**config.mk**
```make
export PLATFORM = sky130hd
export DESIGN_NAME = mem_fifo_flat
export DESIGN_NICKNAME = d
export VERILOG_FILES = /design/src/rtl/mem_fifo_pkg.sv /design/src/rtl/mem_fifo_if.sv /design/src/rtl/mem_fifo_ram.sv /design/src/rtl/mem_fifo.sv /design/src/flat_wrapper.sv
export SDC_FILE = /design/constraint.sdc
export NUM_CORES = 1
export LEC_CHECK = 0
export BUFFER_PORTS_ARGS = -buffer_cell sky130_fd_sc_hd__buf_2
export CORE_ASPECT_RATIO = 0.9
export CORE_MARGIN = 1.5
export CORE_UTILIZATION = 65
export CTS_CLUSTER_DIAMETER = 50
export DETAILED_ROUTE_END_ITERATION = 10
export PLACE_DENSITY = 0.85
export SYNTH_ARGS = -nofsm -noshare
export SYNTH_HDL_FRONTEND = slang
export SYNTH_SLANG_ARGS = --single-unit
```
**constraint.sdc**
```tcl
create_clock -name clk -period 5.7 [get_ports clk]
set_clock_uncertainty 0.15 [all_clocks]
set_input_delay 0.285 -clock clk [delete_from_list [all_inputs] [get_ports clk]]
set_output_delay 0.285 -clock clk [all_outputs]
set_load 0.05 [all_outputs]
```
**src/rtl/mem_fifo_pkg.sv**
```systemverilog
// Shared types, default sizes and helpers for the mem_fifo block.
package mem_fifo_pkg;

  localparam int unsigned DEFAULT_DATA_W = 8;
  localparam int unsigned DEFAULT_DEPTH  = 16;

  // Status flags travel together so they are always updated from one count value.
  typedef struct packed {
    logic full;
    logic empty;
    logic almost_full;
    logic almost_empty;
  } fifo_flags_t;

  localparam fifo_flags_t FLAGS_RST = '{full: 1'b0, empty: 1'b1,
                                        almost_full: 1'b0, almost_empty: 1'b1};

  // Ceiling log2, usable in constant expressions.
  function automatic int unsigned clog2(input int unsigned v);
    int unsigned r;
    r = 0;
    for (int i = 0; i < 32; i++) begin
      if ((32'd1 << i) < v) r = 32'(i + 1);
    end
    return r;
  endfunction

endpackage

```
**src/rtl/mem_fifo_if.sv**
```systemverilog
// Producer/consumer-side bus of mem_fifo; master drives requests, slave is the FIFO.
interface mem_fifo_if #(
  parameter int unsigned DATA_W = 8,
  parameter int unsigned DEPTH  = 16
);
  import mem_fifo_pkg::*;

  localparam int unsigned ADDR_W = clog2(DEPTH);

  logic              wr;
  logic              rd;
  logic [DATA_W-1:0] Datain;
  logic [DATA_W-1:0] Dataout;
  logic              dout_valid;
  logic              full;
  logic              empty;
  logic              almost_full;
  logic              almost_empty;
  logic [ADDR_W:0]   count;
  logic              overflow;
  logic              underflow;

  modport master (
    output wr, rd, Datain,
    input  Dataout, dout_valid, full, empty, almost_full, almost_empty,
           count, overflow, underflow
  );

  modport slave (
    input  wr, rd, Datain,
    output Dataout, dout_valid, full, empty, almost_full, almost_empty,
           count, overflow, underflow
  );

endinterface

```
**src/rtl/mem_fifo_ram.sv**
```systemverilog
// DEPTH x DATA_W storage with one write port and one registered read port.
module mem_fifo_ram #(
  parameter int unsigned DATA_W = 8,
  parameter int unsigned DEPTH  = 16,
  parameter int unsigned ADDR_W = 4
) (
  input  logic              clk,
  input  logic              rst,
  input  logic              wr_en,
  input  logic [ADDR_W-1:0] wr_addr,
  input  logic [DATA_W-1:0] wr_data,
  input  logic              rd_en,
  input  logic [ADDR_W-1:0] rd_addr,
  output logic [DATA_W-1:0] rd_data
);

  logic [DATA_W-1:0] mem [DEPTH];

  // Array is deliberately left out of reset.
  always_ff @(posedge clk) begin
    if (wr_en) mem[wr_addr] <= wr_data;
  end

  // Read register returns pre-write contents when both ports hit the same entry.
  always_ff @(posedge clk) begin
    if (rst) begin
      rd_data <= '0;
    end else if (rd_en) begin
      rd_data <= mem[rd_addr];
    end
  end

endmodule

```
**src/rtl/mem_fifo.sv**
```systemverilog
// Synchronous FIFO control: pointers, occupancy, registered flags and error pulses.
module mem_fifo
  import mem_fifo_pkg::*;
#(
  parameter int unsigned DATA_W    = DEFAULT_DATA_W,
  parameter int unsigned DEPTH     = DEFAULT_DEPTH,
  parameter int unsigned AF_THRESH = 14,
  parameter int unsigned AE_THRESH = 2
) (
  input  logic       clk,
  input  logic       rst,
  mem_fifo_if.slave  bus
);

  localparam int unsigned ADDR_W = clog2(DEPTH);
  localparam int unsigned CNT_W  = ADDR_W + 1;

  localparam logic [CNT_W-1:0] DEPTH_C = CNT_W'(DEPTH);
  localparam logic [CNT_W-1:0] AF_C    = CNT_W'(AF_THRESH);
  localparam logic [CNT_W-1:0] AE_C    = CNT_W'(AE_THRESH);
  localparam logic [CNT_W-1:0] ONE_C   = CNT_W'(1);

  logic [ADDR_W-1:0] wr_ptr;
  logic [ADDR_W-1:0] rd_ptr;
  logic [CNT_W-1:0]  count_q;
  logic [CNT_W-1:0]  count_next;
  fifo_flags_t       flags_q;
  fifo_flags_t       flags_next;
  logic              dout_valid_q;
  logic              overflow_q;
  logic              underflow_q;
  logic              rd_acc_c;
  logic              wr_acc_c;
  logic [DATA_W-1:0] rd_data;

  // Accept decisions use registered flags only, so outputs never depend combinationally on inputs.
  always_comb begin
    rd_acc_c = bus.rd & ~flags_q.empty;
    wr_acc_c = bus.wr & (~flags_q.full | rd_acc_c);
  end

  // Next occupancy and the flags derived from it.
  always_comb begin
    count_next = count_q;
    case ({wr_acc_c, rd_acc_c})
      2'b10:   count_next = count_q + ONE_C;
      2'b01:   count_next = count_q - ONE_C;
      default: count_next = count_q;
    endcase
    flags_next              = FLAGS_RST;
    flags_next.full         = (count_next == DEPTH_C);
    flags_next.empty        = (count_next == '0);
    flags_next.almost_full  = (count_next >= AF_C);
    flags_next.almost_empty = (count_next <= AE_C);
  end

  always_ff @(posedge clk) begin
    if (rst) begin
      wr_ptr       <= '0;
      rd_ptr       <= '0;
      count_q      <= '0;
      flags_q      <= FLAGS_RST;
      dout_valid_q <= 1'b0;
      overflow_q   <= 1'b0;
      underflow_q  <= 1'b0;
    end else begin
      if (wr_acc_c) wr_ptr <= wr_ptr + 1'b1;
      if (rd_acc_c) rd_ptr <= rd_ptr + 1'b1;
      count_q      <= count_next;
      flags_q      <= flags_next;
      dout_valid_q <= rd_acc_c;
      overflow_q   <= bus.wr & ~wr_acc_c;
      underflow_q  <= bus.rd & ~rd_acc_c;
    end
  end

  // Reset suppresses both ports so a request coinciding with reset leaves no trace.
  mem_fifo_ram #(
    .DATA_W (DATA_W),
    .DEPTH  (DEPTH),
    .ADDR_W (ADDR_W)
  ) u_ram (
    .clk     (clk),
    .rst     (rst),
    .wr_en   (wr_acc_c & ~rst),
    .wr_addr (wr_ptr),
    .wr_data (bus.Datain),
    .rd_en   (rd_acc_c & ~rst),
    .rd_addr (rd_ptr),
    .rd_data (rd_data)
  );

  assign bus.Dataout      = rd_data;
  assign bus.dout_valid   = dout_valid_q;
  assign bus.full         = flags_q.full;
  assign bus.empty        = flags_q.empty;
  assign bus.almost_full  = flags_q.almost_full;
  assign bus.almost_empty = flags_q.almost_empty;
  assign bus.count        = count_q;
  assign bus.overflow     = overflow_q;
  assign bus.underflow    = underflow_q;

endmodule

```
**src/flat_wrapper.sv**
```systemverilog
// flat-port wrapper written by rule: the top's interface ports become plain ports
module mem_fifo_flat import mem_fifo_pkg::*;
#(
  parameter int unsigned DATA_W    = DEFAULT_DATA_W,
  parameter int unsigned DEPTH     = DEFAULT_DEPTH,
  parameter int unsigned AF_THRESH = 14,
  parameter int unsigned AE_THRESH = 2
)
  (clk, rst, bus_wr, bus_rd, bus_Datain, bus_Dataout, bus_dout_valid, bus_full, bus_empty, bus_almost_full, bus_almost_empty, bus_count, bus_overflow, bus_underflow);
  mem_fifo_if #(.DATA_W(DATA_W), .DEPTH(DEPTH)) bus_i ();
  input  logic clk;
  input  logic rst;
  input wire logic [$bits(bus_i.wr)-1:0] bus_wr;
  input wire logic [$bits(bus_i.rd)-1:0] bus_rd;
  input wire logic [$bits(bus_i.Datain)-1:0] bus_Datain;
  output wire logic [$bits(bus_i.Dataout)-1:0] bus_Dataout;
  output wire logic [$bits(bus_i.dout_valid)-1:0] bus_dout_valid;
  output wire logic [$bits(bus_i.full)-1:0] bus_full;
  output wire logic [$bits(bus_i.empty)-1:0] bus_empty;
  output wire logic [$bits(bus_i.almost_full)-1:0] bus_almost_full;
  output wire logic [$bits(bus_i.almost_empty)-1:0] bus_almost_empty;
  output wire logic [$bits(bus_i.count)-1:0] bus_count;
  output wire logic [$bits(bus_i.overflow)-1:0] bus_overflow;
  output wire logic [$bits(bus_i.underflow)-1:0] bus_underflow;
  assign bus_i.wr = bus_wr;
  assign bus_i.rd = bus_rd;
  assign bus_i.Datain = bus_Datain;
  assign bus_Dataout = bus_i.Dataout;
  assign bus_dout_valid = bus_i.dout_valid;
  assign bus_full = bus_i.full;
  assign bus_empty = bus_i.empty;
  assign bus_almost_full = bus_i.almost_full;
  assign bus_almost_empty = bus_i.almost_empty;
  assign bus_count = bus_i.count;
  assign bus_overflow = bus_i.overflow;
  assign bus_underflow = bus_i.underflow;
  mem_fifo #(.DATA_W(DATA_W), .DEPTH(DEPTH), .AF_THRESH(AF_THRESH), .AE_THRESH(AE_THRESH)) u_core (.clk(clk), .rst(rst), .bus(bus_i));
endmodule
```
# Word-level counts from Yosys, hierarchy flattened

Memory sizes are Yosys's and may differ from the RTL's. A register that Yosys moved wholly into a read port is not among the register bits.
Index checks and enable logic that the tools add are counted.

Output and inout bits: 20
Memories: 1
Flip-flop bits (word level): 20
Input port bits: 12
Word-level logic and storage cells: 36
Bits in writable memories: 128

Memory list:

| name             | words | width | rd ports | clocked after memory_dff | write ports | RTL line           | RTL |
|---|---|---|---|---|---|---|---|
| u_core.u_ram.mem | 16    | 8     | 1        | 1                        | 1           | mem_fifo_ram.sv:17 | `logic [DATA_W-1:0] mem [DEPTH];` |

Reductions and logical operators: 1
Multiplexer cells: 3
Bitwise gates (word level): 12
Order comparisons: 2
$add $sub $neg: 4
Equal/unequal tests: 3

Operators by type and width:

| cell                                                               | count |
|---|---|
| case mux 5 bit (2 select lines)                                    | 1 |
| adder 4 x 1 -> 4 bit (second input constant)                       | 2 |
| bitwise AND 1 bit                                                  | 6 |
| adder 5 x 1 -> 5 bit (second input constant)                       | 1 |
| == test 5 bit (second input constant)                              | 1 |
| greater-or-equal comparator 5 x 4 -> 1 bit (second input constant) | 1 |
| <= comparator 5 x 2 -> 1 bit (second input constant)               | 1 |
| logical NOT 5 bit                                                  | 1 |
| NOT 1 bit                                                          | 5 |
| subtractor 5 x 1 -> 5 bit (second input constant)                  | 1 |
| == test 2 x 1 -> 1 bit (second input constant)                     | 1 |
| == test 2 bit (second input constant)                              | 1 |
| 2-to-1 mux 1 bit                                                   | 2 |
| OR 1 bit                                                           | 1 |

# Depth between registers and ports, before layout

Gate-level depths: netlist (run 1).

Depth in word-level cells: 7
Depth in mapped cells: 12
Mapped depth without buffers: 11

# Modules after synthesis

From an unflattened synthesis (run 1), not the netlist that was laid out.

Cell total of the unflattened synthesis: 424
Area, all modules: 6,324.8 um^2

By module, submodules not included:

| module       | sequential area each (um^2) | cells each | area an instance (um^2) | times used |
|---|---|---|---|---|
| mem_fifo_ram | 4,003.8                     | 316        | 5,343.9                 | 1 |
| mem_fifo     | 400.4                       | 108        | 980.9                   | 1 |

# Least setup slack after synthesis (run 1)

Ideal clock, no wire load.

Path kind: register to register
From: register u_core.flags_q (netlist bit u_core.bus.empty)
To: register u_core.flags_q (netlist bit u_core.bus.almost_empty)
Arrival time: 2,702 ps
Buffers on the path: 1
Period minus slack after synthesis: 2,968 ps
Library setup time: 116 ps
Required time: 5,434 ps
Stages on the path, launching flop included: 13
Slack: 2,732 ps
Cell sequence: dfxtp_1 -> nand2b_1 -> nand2_1 -> nand2_1 -> ha_1 -> buf_2 -> xor2_1 -> ha_1 -> o21ai_0 -> a221oi_1 -> o211ai_1 -> xor2_1 -> a41o_1

Longest elaborated chain between the ends: 7
Elaborated cells on any way between the ends: 8
Those cells by class: 1 x order compare; 2 x eq/ne; 1 x mux; 4 x bitwise

RTL lines:

| element                                                        | RTL line       | RTL |
|---|---|---|
| start: declaration                                             | mem_fifo.sv:27 | `fifo_flags_t flags_q;` |
| start signal: assignment                                       | mem_fifo.sv:70 | `flags_q <= flags_next;` |
| NOT 1 bit (*)                                                  | mem_fifo.sv:38 | `rd_acc_c = bus.rd & ~flags_q.empty;` |
| bitwise AND 1 bit (*)                                          | mem_fifo.sv:38 |  |
| OR 1 bit                                                       | mem_fifo.sv:39 | `wr_acc_c = bus.wr & (~flags_q.full \| rd_acc_c);` |
| bitwise AND 1 bit                                              | mem_fifo.sv:39 |  |
| == test 2 x 1 -> 1 bit / == test 2 bit (equally long branches) | mem_fifo.sv:45 | `case ({wr_acc_c, rd_acc_c})` |
| case mux 5 bit (2 select lines) (*)                            | mem_fifo.sv:45 |  |
| <= comparator 5 x 2 -> 1 bit (*)                               | mem_fifo.sv:54 | `flags_next.almost_empty = (count_next <= AE_C);` |

Every way passes the cells marked *; elsewhere a longest branch is shown, timed or not.
A chain may end at the register's enable or synchronous reset.

# Worst setup path in the final report (run 1)

From: input port bus_rd
To: register u_core.flags_q (netlist bit u_core.bus.empty)

Longest elaborated chain between the ends: 6
Elaborated cells on any way between the ends: 7
Those cells by class: 2 x eq/ne; 1 x mux; 3 x bitwise; 1 x reduce/logical

RTL lines:

| element                                                        | RTL line           | RTL |
|---|---|---|
| start: declaration                                             | flat_wrapper.sv:14 | `input wire logic [$bits(bus_i.rd)-1:0] bus_rd;` |
| bitwise AND 1 bit (*)                                          | mem_fifo.sv:38     |  |
| OR 1 bit                                                       | mem_fifo.sv:39     |  |
| bitwise AND 1 bit                                              | mem_fifo.sv:39     |  |
| == test 2 x 1 -> 1 bit / == test 2 bit (equally long branches) | mem_fifo.sv:45     |  |
| case mux 5 bit (2 select lines) (*)                            | mem_fifo.sv:45     |  |
| logical NOT 5 bit (*)                                          | mem_fifo.sv:52     | `flags_next.empty = (count_next == '0);` |

Marks and branches as above.

==> impl_metrics.env, run 1 <==
export IMPL_setup_violations=0
export IMPL_final_area_sq_mm=0.00709
export IMPL_crit_fanout=21
export IMPL_syn_area_per_cell_sq_um=17.2
export IMPL_wl_um=13400
export IMPL_hold_class="in -> reg"
export IMPL_vias=3477
export IMPL_cts_resized_gates=0
export IMPL_clock_path_buffers=2
export IMPL_clock_latency_ps=520
export IMPL_synth_distinct_cells=43
export IMPL_initial_core_util_pct=67.6
export IMPL_cp_required_ps=6010
export IMPL_area_growth_synth_to_final_pct=13.9
export IMPL_via_per_inst=6.49
export IMPL_path_buf_inv=2
export IMPL_synth_cell_area_sq_mm=0.00622
export IMPL_path_cells="dlygate4sd3_1, buf_2, nand2b_1, nand2_1, nand2_1, ha_1, xor2_1, ha_1, o21ai_0, a221oi_1, o211ai_1, xor2_1, a41o_1"
export IMPL_antenna_found_initial=0
export IMPL_postCtsSetupBuffers=0
export IMPL_max_slew_margin_pct=38.0
export IMPL_fill_cells=495
export IMPL_first_iter_violations=383
export IMPL_core_sq_mm=0.00921
export IMPL_cts_root_buffer="clkbuf_8"
export IMPL_powerDensity_mw_per_mm2=411
export IMPL_period_share_pct=65.1
export IMPL_outcome="finished, final reports clean"
export IMPL_endpoint_kind="flop"
export IMPL_ys_flop_type="edfxtp_1"
export IMPL_synthCells=362
export IMPL_finalMaxSlewViolations=0
export IMPL_grt_pass1_vias=3313
export IMPL_synth_seq_cells=156
export IMPL_ios=32
export IMPL_postRouteAntennaNets=0
export IMPL_vdd_ir_drop_max_mv=0.261
export IMPL_grt_usage_pct=28.1
export IMPL_dr_pass1_iters=6
export IMPL_ys_top_cells_by_area="edfxtp_1 62%, dfxtp_1 9.0%, mux4_2 8.3%"
export IMPL_dpl_hpwl_um=7620
export IMPL_maxCapViolCount=0
export IMPL_arrival_ps=4020
export IMPL_synth_top_area_cell="edfxtp_1"
export IMPL_critPathTopFamily="simple AND/OR/NAND/NOR gates"
export IMPL_criticalPathCategory="in -> reg"
export IMPL_port_buffers=31
export IMPL_placed_cell_area_sq_mm=0.00643
export IMPL_layout_min_cycle_time_ps=3710
export IMPL_syn_nets=382
export IMPL_tightest_slew_ps=926
export IMPL_cts_tree="done"
export IMPL_wl_per_cell_um=25.0
export IMPL_die_area_sq_mm=0.0102
export IMPL_ctsHoldBuffers=5
export IMPL_fin_tns_setup_ps=0
export IMPL_num_rows=33
export IMPL_critPathMaxStageDelay_ps=590
export IMPL_finalHoldViolCount=0
export IMPL_synthArstFlopShare_pct=0
export IMPL_seq_area_frac_synth_pct=70.8
export IMPL_cts_sinks=156
export IMPL_grt_max_degree=36
export IMPL_grt_ovfl_total=0
export IMPL_h_tree_depth=4
export IMPL_cts_made_buffers=17
export IMPL_drive_gt1_share_pct=22.2
export IMPL_place_gp_congestion=0.883
export IMPL_fmax_mhz=269
export IMPL_drc=0
export IMPL_grt_pass1_wl_um=19800
export IMPL_grt_setup_unrepaired="no"
export IMPL_yosysTopAreaCellShare_pct=61.8
export IMPL_synth_edf_count=128
export IMPL_cpMaxStageDelayCell="nand2b_1"
export IMPL_num_antenna_cells=0
export IMPL_nNetsFinal=421
export IMPL_cp_start_kind="input pin"
export IMPL_cts_reportedPaths_clkPinSlew_ps=70
export IMPL_die_h_um=95.8
export IMPL_yosys_warnings=0
export IMPL_p_leak_nw=2.42
export IMPL_dieWidth_um=106
==> metrics by stage <==
| step | utilization [%] | power (mW) | worst slack [ps] | cells | hold WS (ps) |
|---|---|---|---|---|---|
| 6_report | 77.0 | 2.91 | 1990 | 536 | 19.0 |
| 5_1_grt | 77.0 | 2.99 | 1770 | 536 | 15.4 |
| 4_1_cts | 77.0 | 2.91 | 2080 | 536 | 1.13 |
| 3_5_place_dp | 69.8 | 1.75 | 2110 | 499 | 284 |
| 3_3_place_gp | 69.8 | 1.73 | 2380 | 499 | 284 |
| 2_1_floorplan | - | 1.66 | 2730 | 362 | 234 |
==> logic make-up (layout without fill, tap and decap cells) <==
logic type / Yosys count / after routing / share of synthesized area [%]
fa+ha+maj: 8 / 8 / 1.61
compound gates: 53 / 53 / 5.49
simple gates: 76 / 76 / 5.81
buf+inv: 26 / 78 / 2.65
mux: 32 / 32 / 12.1
flops: 156 / 156 / 70.8
xor+xnor: 11 / 11 / 1.55
==> layout by cell type (no fill, tap or decap), types with 4 or more instances in the layout <==
cell type / n
inv_1: 4
a22oi_1: 16
nand2b_1: 5
clkbuf_16: 16
dfxtp_1: 27
inv_6: 6
buf_2: 31
buf_4: 6
dlygate4sd3_1: 5
nand2_1: 14
mux4_1: 9
ha_1: 8
mux4_2: 23
nor3_1: 4
xor2_1: 7
nor2_1: 35
a21oi_1: 23
edfxtp_1: 128
xnor2_1: 4
==> cells in the mapped netlist, drive strengths merged, types with 5 or more instances <==
cell type / n
ha: 8
nand2b: 5
dfxtp: 28
xor2: 7
nand2: 14
nor2: 35
a21oi: 23
a22oi: 16
edfxtp: 128
mux4: 32
buf: 16
==> cell type report <==
cell class                      instances  area, sq um  area share (%)
Sequential cell                       156         4410            62.2
Multi-Input combinational cell        180         1650            23.3
Clock buffer                           18          418            5.90
Timing Repair Buffer                   42          250            3.53
Clock inverter                         14          193            2.72
Tap cell                              122          153            2.15
Inverter                                4         15.0           0.212
==> routing by layer <==
layer	track usage, %	vias up	part of all wire, %
li1	-	1504	-
met1	37.9	1748	39
met2	46.1	196	51
met3	6.70	29	7.4
met4	9.80	0	2.4
met5	0	-	0
==> state kept, by name, summed over array words and instances (netlist names) <==
signal,flops
u_core.wr_ptr,4
u_core.bus.almost_empty,1
u_core.bus.underflow,1
u_core.bus.count,5
u_core.bus.dout_valid,1
u_core.bus.empty,1
u_core.bus.full,1
u_core.u_ram.mem,128
u_core.bus.almost_full,1
u_core.u_ram.rd_data,8
u_core.bus.overflow,1
u_core.rd_ptr,4
==> report_power, final <==
part           switching (mW)  total, mW  leakage, nW  internal [mW]
combinational           0.261      0.423        0.741          0.162
sequential             0.0470       1.32         1.38           1.27
clock                   0.485       1.17        0.298          0.686
total                   0.793       2.91         2.42           2.12
==> final timing paths <==
kind	slack, ps	cells past startpoint	end	start
setup / recovery	1990	13	u_core.bus.empty$_SDFF_PP1_	bus_rd
hold / removal	20	1	u_core.u_ram.mem[2][3]$_DFFE_PP_	bus_Datain[3]
setup reg to reg	2000	11	u_core.bus.empty$_SDFF_PP1_	u_core.bus.empty$_SDFF_PP1_
hold reg to reg	340	2	u_core.u_ram.rd_data[6]$_SDFFE_PP0P_	u_core.u_ram.rd_data[6]$_SDFFE_PP0P_
No activity file was read; power rests on OpenSTA's default activity.
==> run 2, diff against run 1 <==
ABC_AREA = 1   (was default)
CORE_UTILIZATION = 55   (was 65)
PLACE_DENSITY = 0.77   (was 0.85)
clock period = 3.1 ns   (was 5.7 ns; I/O delays follow)
==> run 2 against run 1 <==
Effect of this change:
- count of clock-buffer cells in the layout stayed put
- synthesized cell count is 67% higher
- final area is 4.7% higher
- die area increased by 22%
- utilization decreased by 12 points
- sequential power grew 80%
- sequential share of layout area decreased by 2.8 points
- worst setup slack lost 1600 ps
==> impl_metrics.env, run 2 <==
export IMPL_seq_area_frac_synth_pct=68.2
export IMPL_synth_compound_area_share_pct=2.46
export IMPL_yosys_warnings=0
export IMPL_cts_tree="done"
export IMPL_final_cell_mix="200 x nand2_1, 128 x edfxtp_1, 109 x nand3_1, 32 x nor2_1, 31 x buf_2"
export IMPL_layout_min_cycle_time_ps=2740
export IMPL_grt_pass1_wl_um=23300
export IMPL_synth_distinct_cells=25
export IMPL_grt_max_degree=67
export IMPL_synth_edf_count=128
export IMPL_synth_top_family_by_area="simple AND/OR/NAND/NOR gates"
export IMPL_setup_violations=0
export IMPL_arrival_ps=2890
export IMPL_nNetsFinal=672
export IMPL_period_share_pct=88.4
export IMPL_final_util_pct=64.9
export IMPL_p_leak_nw=2.87
export IMPL_grtUsageMet3_pct=7.94
export IMPL_top_usage_layer="met2"
export IMPL_num_antenna_cells=0
export IMPL_yosysTopAreaCellShare_pct=59.5
export IMPL_cts_resized_gates=0
export IMPL_vias=4669
export IMPL_wl_um=14900
export IMPL_grt_ovfl_total=0
export IMPL_synth_most_common_cell="nand2_1"
export IMPL_finalHoldViolCount=0
export IMPL_ios=32
export IMPL_placed_cell_area_sq_mm=0.00674
export IMPL_final_area_sq_mm=0.00742
export IMPL_synthAdderAreaFrac_pct=1.55
export IMPL_ys_top_cells_by_area="edfxtp_1 60%, nand2_1 12%, dfxtp_1 8.7%"
export IMPL_num_rows=37
export IMPL_grtUsageMet1_pct=35.2
export IMPL_port_buffers=31
export IMPL_cp_start_kind="input pin"
export IMPL_core_sq_mm=0.0114
export IMPL_cts_made_buffers=17
export IMPL_clock_latency_ps=420
export IMPL_grt_usage_pct=25.9
export IMPL_tightest_slew_ps=740
export IMPL_cts_reportedPaths_clkPinSlew_ps=60
export IMPL_ys_flop_type="edfxtp_1"
export IMPL_fmax_mhz=365
export IMPL_cts_root_buffer="clkbuf_16"
export IMPL_maxCapViolCount=0
export IMPL_antenna_found_initial=0
export IMPL_initial_core_util_pct=56.5
export IMPL_dpl_hpwl_um=8790
export IMPL_postRouteAntennaNets=0
export IMPL_synth_xor_area_share_pct=0.136
export IMPL_synth_seq_cells=156
export IMPL_max_slew_margin_pct=50.5
export IMPL_syn_nets=624
export IMPL_place_gp_congestion=0.946
export IMPL_clock_path_buffers=2
export IMPL_synth_simple_area_share_pct=23.3
export IMPL_wl_per_cell_um=18.1
export IMPL_via_per_inst=5.69
export IMPL_grt_pass1_vias=4482
export IMPL_area_growth_synth_to_final_pct=15.0
export IMPL_hold_class="in -> reg"
export IMPL_crit_fanout=7
export IMPL_grtUsageMet2_pct=40.0
export IMPL_regMostFlops="u_core.u_ram.mem"
export IMPL_endpoint_kind="flop"
export IMPL_h_tree_depth=4
export IMPL_dieWidth_um=117
export IMPL_synthCells=604
export IMPL_synth_top_area_cell="edfxtp_1"
export IMPL_finalMaxSlewViolations=0
export IMPL_worst_hold_slack_ps=5.34
export IMPL_p_total_mw=5.33
export IMPL_dr_pass1_iters=5
export IMPL_cts_sinks=156
export IMPL_synth_cell_area_sq_mm=0.00645
export IMPL_final_common_cell="nand2_1"
export IMPL_fin_tns_setup_ps=0
export IMPL_criticalPathCategory="in -> reg"
export IMPL_synthMuxAreaShare_pct=0.155
export IMPL_drc=0
export IMPL_largest_reg_flops=128
export IMPL_vdd_ir_drop_max_mv=0.690
export IMPL_drive_gt1_share_pct=13.5
export IMPL_die_area_sq_mm=0.0124
export IMPL_powerDensity_mw_per_mm2=718
export IMPL_outcome="finished, final reports clean"
export IMPL_synthArstFlopShare_pct=0
export IMPL_cp_required_ps=3250
export IMPL_die_h_um=106
export IMPL_grt_setup_unrepaired="no"
export IMPL_first_iter_violations=488
export IMPL_syn_area_per_cell_sq_um=10.7
export IMPL_synth_top_cells_by_count="200 x nand2_1, 128 x edfxtp_1, 109 x nand3_1, 32 x nor2_1, 28 x dfxtp_1"
run 2: cell count changes in the layout (fill, tap and decap cells not counted), moves of 6 or more:
cell      delta
inv_1       +14
a21oi_1     -16
mux4_1       -9
clkinv_1     +7
o21ai_0      +8
a22oi_1     -16
nand2_1    +186
xor2_1       -6
mux4_2      -23
buf_4       +12
nand3_1    +106
run 2: logic make-up after synthesis:
| group | Yosys count |
|---|---|
| buffers and inverters | 54 |
| adders and majority gates | 8 |
| muxes | 1 |
| AOI/OAI and AO/OA | 30 |
| xor gates and xnor gates | 1 |
| DFF | 156 |
| and+or+nand+nor | 354 |
run 2: cell type report:
type | instances | area (sq um)
Sequential cell | 156 | 4410
Timing Repair Buffer | 57 | 370
Clock inverter | 14 | 143
Fill cell | 849 | 4010
Multi-Input combinational cell | 394 | 1780
Inverter | 26 | 97.6
Clock buffer | 18 | 429
Tap cell | 156 | 195
run 2: per-layer routing:
metal / part of all wire (%) / wire length (um)
met2: 47 / 6990
met4: 2.5 / 373
met1: 41 / 6090
met5: 0 / 0
met3: 9.4 / 1400
run 2: worst paths after layout:
path                                    start                          endpoint  slack (ps)  cells after the start
setup reg to reg  u_core.bus.empty$_SDFF_PP1_       u_core.bus.empty$_SDFF_PP1_         460                     18
setup / recovery                       bus_rd       u_core.bus.empty$_SDFF_PP1_         360                     21
hold reg to reg    u_core.bus.full$_SDFF_PP0_    u_core.bus.overflow$_SDFF_PP0_         340                      2
hold / removal                  bus_Datain[0]  u_core.u_ram.mem[1][0]$_DFFE_PP_           5                      1
run 2: where the power goes:
group          total [mW]  internal, mW  switching, mW
clock                2.01          1.19          0.820
combinational       0.941         0.251          0.690
sequential           2.38          2.34         0.0480
run 2: critical path, stage by stage:
cell and delay (ps):
dlygate4sd3_1 520, buf_2 110, inv_1 60, nor2_4 200, inv_2 90, nand2_2 70, nand2_2 100, ha_1 300
nand2_1 100, inv_1 60, nor2_2 100, ha_1 160, inv_1 50, nand2_1 120, inv_1 90, nand2_1 70
nand3_1 80, o21ai_1 190, nor2_1 110, nand3_1 100, nand2_1 40
run 2: repair_timing:
action	CTS	global route
hold endpoints to repair	70	0
setup buffers	0	4
hold buffers	8	0
setup endpoints to repair	0	2
run 2: stage by stage:
stage / worst slack [ps] / instances
global placement: 577 / 777
detailed placement: 448 / 777
CTS: 321 / 817
global route: 133 / 821
finish: 361 / 821
floorplan: 577 / 604
==> run 3, diff against run 2 <==
ABC_AREA = default   (was 1)
CORE_UTILIZATION = 54   (was 55)
PLACE_DENSITY = 0.75   (was 0.77)
==> run 3 against run 2 <==
Effect of this change:
- via count shrank 26%
- hold slack better by 33 ps
- clock power is 5% lower
- routed wire length shrank 18%
- global-route usage is 4.3 points lower
- non-clock buffer count is 11 higher
- critical path depth fell by 8
- die area decreased by 1.8%
==> impl_metrics.env, run 3 (same netlist as run 1, synthesis figures left out) <==
export IMPL_tightest_slew_ps=804
export IMPL_num_antenna_cells=0
export IMPL_final_common_cell="edfxtp_1"
export IMPL_ios=32
export IMPL_worst_hold_slack_ps=38.6
export IMPL_placed_cell_area_sq_mm=0.00664
export IMPL_regToRegStartpoint="u_core.bus.empty$_SDFF_PP1_"
export IMPL_vias=3448
export IMPL_grt_usage_pct=21.7
export IMPL_maxCapViolCount=0
export IMPL_reg2reg_depth=11
export IMPL_dieWidth_um=116
export IMPL_largest_reg_flops=128
export IMPL_place_ws_ps=303
export IMPL_regMostFlops="u_core.u_ram.mem"
export IMPL_h_tree_depth=4
export IMPL_cp_required_ps=3260
export IMPL_dr_pass1_iters=5
export IMPL_hp_start="rst"
export IMPL_cts_sinks=156
export IMPL_final_cells=590
export IMPL_clock_path_buffers=2
export IMPL_first_iter_violations=256
export IMPL_setup_violations=0
export IMPL_via_per_inst=5.84
export IMPL_finalHoldViolCount=0
export IMPL_finalWorstSetupSlack_ps=294
export IMPL_cts_reportedPaths_clkPinSlew_ps=60
export IMPL_grt_pass1_vias=3431
export IMPL_nNetsFinal=447
export IMPL_cts_made_buffers=17
export IMPL_final_cell_mix="128 x edfxtp_1, 35 x nor2_1, 31 x buf_2, 27 x dfxtp_1, 26 x buf_4"
export IMPL_hold_class="in -> reg"
export IMPL_hold_depth=2
export IMPL_drc=0
export IMPL_dpl_hpwl_um=7750
export IMPL_criticalPathCategory="in -> reg"
export IMPL_arrival_ps=2970
export IMPL_fmax_mhz=356
export IMPL_cp_start_kind="input pin"
export IMPL_port_buffers=31
export IMPL_powerDensity_mw_per_mm2=705
export IMPL_grt_setup_unrepaired="no"
export IMPL_fill_cells=730
export IMPL_period_share_pct=90.5
export IMPL_postRouteAntennaNets=0
export IMPL_core_sq_mm=0.0110
export IMPL_initial_core_util_pct=56.4
export IMPL_area_growth_synth_to_final_pct=17.0
export IMPL_reg2reg_slack_ps=330
export IMPL_clock_latency_ps=410
export IMPL_wl_um=12200
export IMPL_postCtsSetupBuffers=0
export IMPL_grt_ovfl_total=0
export IMPL_final_area_sq_mm=0.00728
export IMPL_vdd_ir_drop_max_mv=0.484
export IMPL_antenna_found_initial=0
export IMPL_place_gp_congestion=0.838
export IMPL_wl_per_cell_um=20.7
export IMPL_die_area_sq_mm=0.0122
export IMPL_crit_fanout=10
export IMPL_dp_cells=550
export IMPL_num_rows=36
export IMPL_endpoint_kind="flop"
export IMPL_die_h_um=105
export IMPL_finalMaxSlewViolations=0
export IMPL_outcome="finished, final reports clean"
export IMPL_fin_tns_setup_ps=0
export IMPL_reg2reg_to="u_core.bus.full$_SDFF_PP0_"
export IMPL_grt_pass1_wl_um=18600
export IMPL_max_slew_margin_pct=46.2
export IMPL_drive_gt1_share_pct=24.2
export IMPL_cts_tree="done"
export IMPL_hold_end="u_core.wr_ptr[2]$_SDFFE_PP0P_"
export IMPL_cts_root_buffer="clkbuf_16"
export IMPL_p_leak_nw=2.52
export IMPL_layout_min_cycle_time_ps=2810
export IMPL_grt_max_degree=36
[run 3: cell types whose count changed in the layout (fill, tap and decap cells not counted), moves of 5 or more]
cell,before,now
nand2_1,200,14
nand3_1,109,3
mux4_2,0,23
a21oi_1,7,23
a22oi_1,0,16
inv_1,18,4
mux4_1,0,9
buf_4,18,26
o21ai_0,11,3
a31oi_1,7,2
inv_2,5,0
nand2b_1,0,5
o21ai_1,5,0
xor2_1,1,6
[run 3: worst max path at each step]
stage	from	to	slack (ps)	depth (start not counted)
finish	bus_rd	u_core.bus.full$_SDFF_PP0_	290	13
global route	u_core.bus.empty$_SDFF_PP1_	u_core.bus.full$_SDFF_PP0_	40	11
CTS	bus_rd	u_core.bus.empty$_SDFF_PP1_	250	13
detailed placement	u_core.bus.empty$_SDFF_PP1_	u_core.bus.almost_full$_SDFF_PP0_	300	11
global placement	u_core.bus.empty$_SDFF_PP1_	u_core.bus.almost_full$_SDFF_PP0_	440	11
floorplan	u_core.bus.empty$_SDFF_PP1_	u_core.bus.almost_empty$_SDFF_PP1_	130	12
[run 3: report_power, final]
| part | switching, mW | leakage [nW] | total (mW) | internal [mW] |
|---|---|---|---|---|
| Combinational | 0.463 | 0.876 | 0.803 | 0.340 |
| Sequential | 0.0962 | 1.38 | 2.43 | 2.34 |
| Clock | 0.740 | 0.258 | 1.90 | 1.16 |
[run 3: critical path, stage by stage]
cell and delay (ps):
dlygate4sd3_1 540, buf_2 130, nand2b_1 140, nand2_1 130, nand2_1 140, ha_2 290, xor2_1 170, ha_1 240
o21ai_0 90, a221oi_1 250, o211ai_1 190, xor2_2 210, nor4b_1 290
[run 3: repair_timing]
action                     4_1_cts  5_1_grt
hold buffers                    10        0
hold endpoints to repair       128        0
setup endpoints to repair        0        3
gates resized for setup          0        2
[run 3: cell type report]
cell class	count	area, sq um	share of cell area [%]
sequential	156	4410	60.5
inverter	4	15.0	0.206
multi-input combinational	180	1660	22.9
timing repair buffer	68	470	6.46
clock buffer	19	433	5.95
tap	152	190	2.61
clock inverter	11	104	1.43
[run 3: layer usage]
metal / wire (um) / vias up / global-route usage [%] / share of wire [%]
met5: 0 / - / 0 / 0
met4: 293 / 0 / 8.97 / 2.4
met3: 759 / 24 / 6.67 / 6.2
met2: 5880 / 127 / 33.2 / 48
met1: 5270 / 1743 / 29.1 / 43
li1: - / 1554 / - / -
[run 3: through the flow]
step | power, mW | util [%]
2_1_floorplan | 3.06 | -
3_3_place_gp | 3.24 | 60.1
3_5_place_dp | 3.26 | 60.1
4_1_cts | 5.15 | 65.9
5_1_grt | 5.34 | 66.0
6_report | 5.13 | 66.0
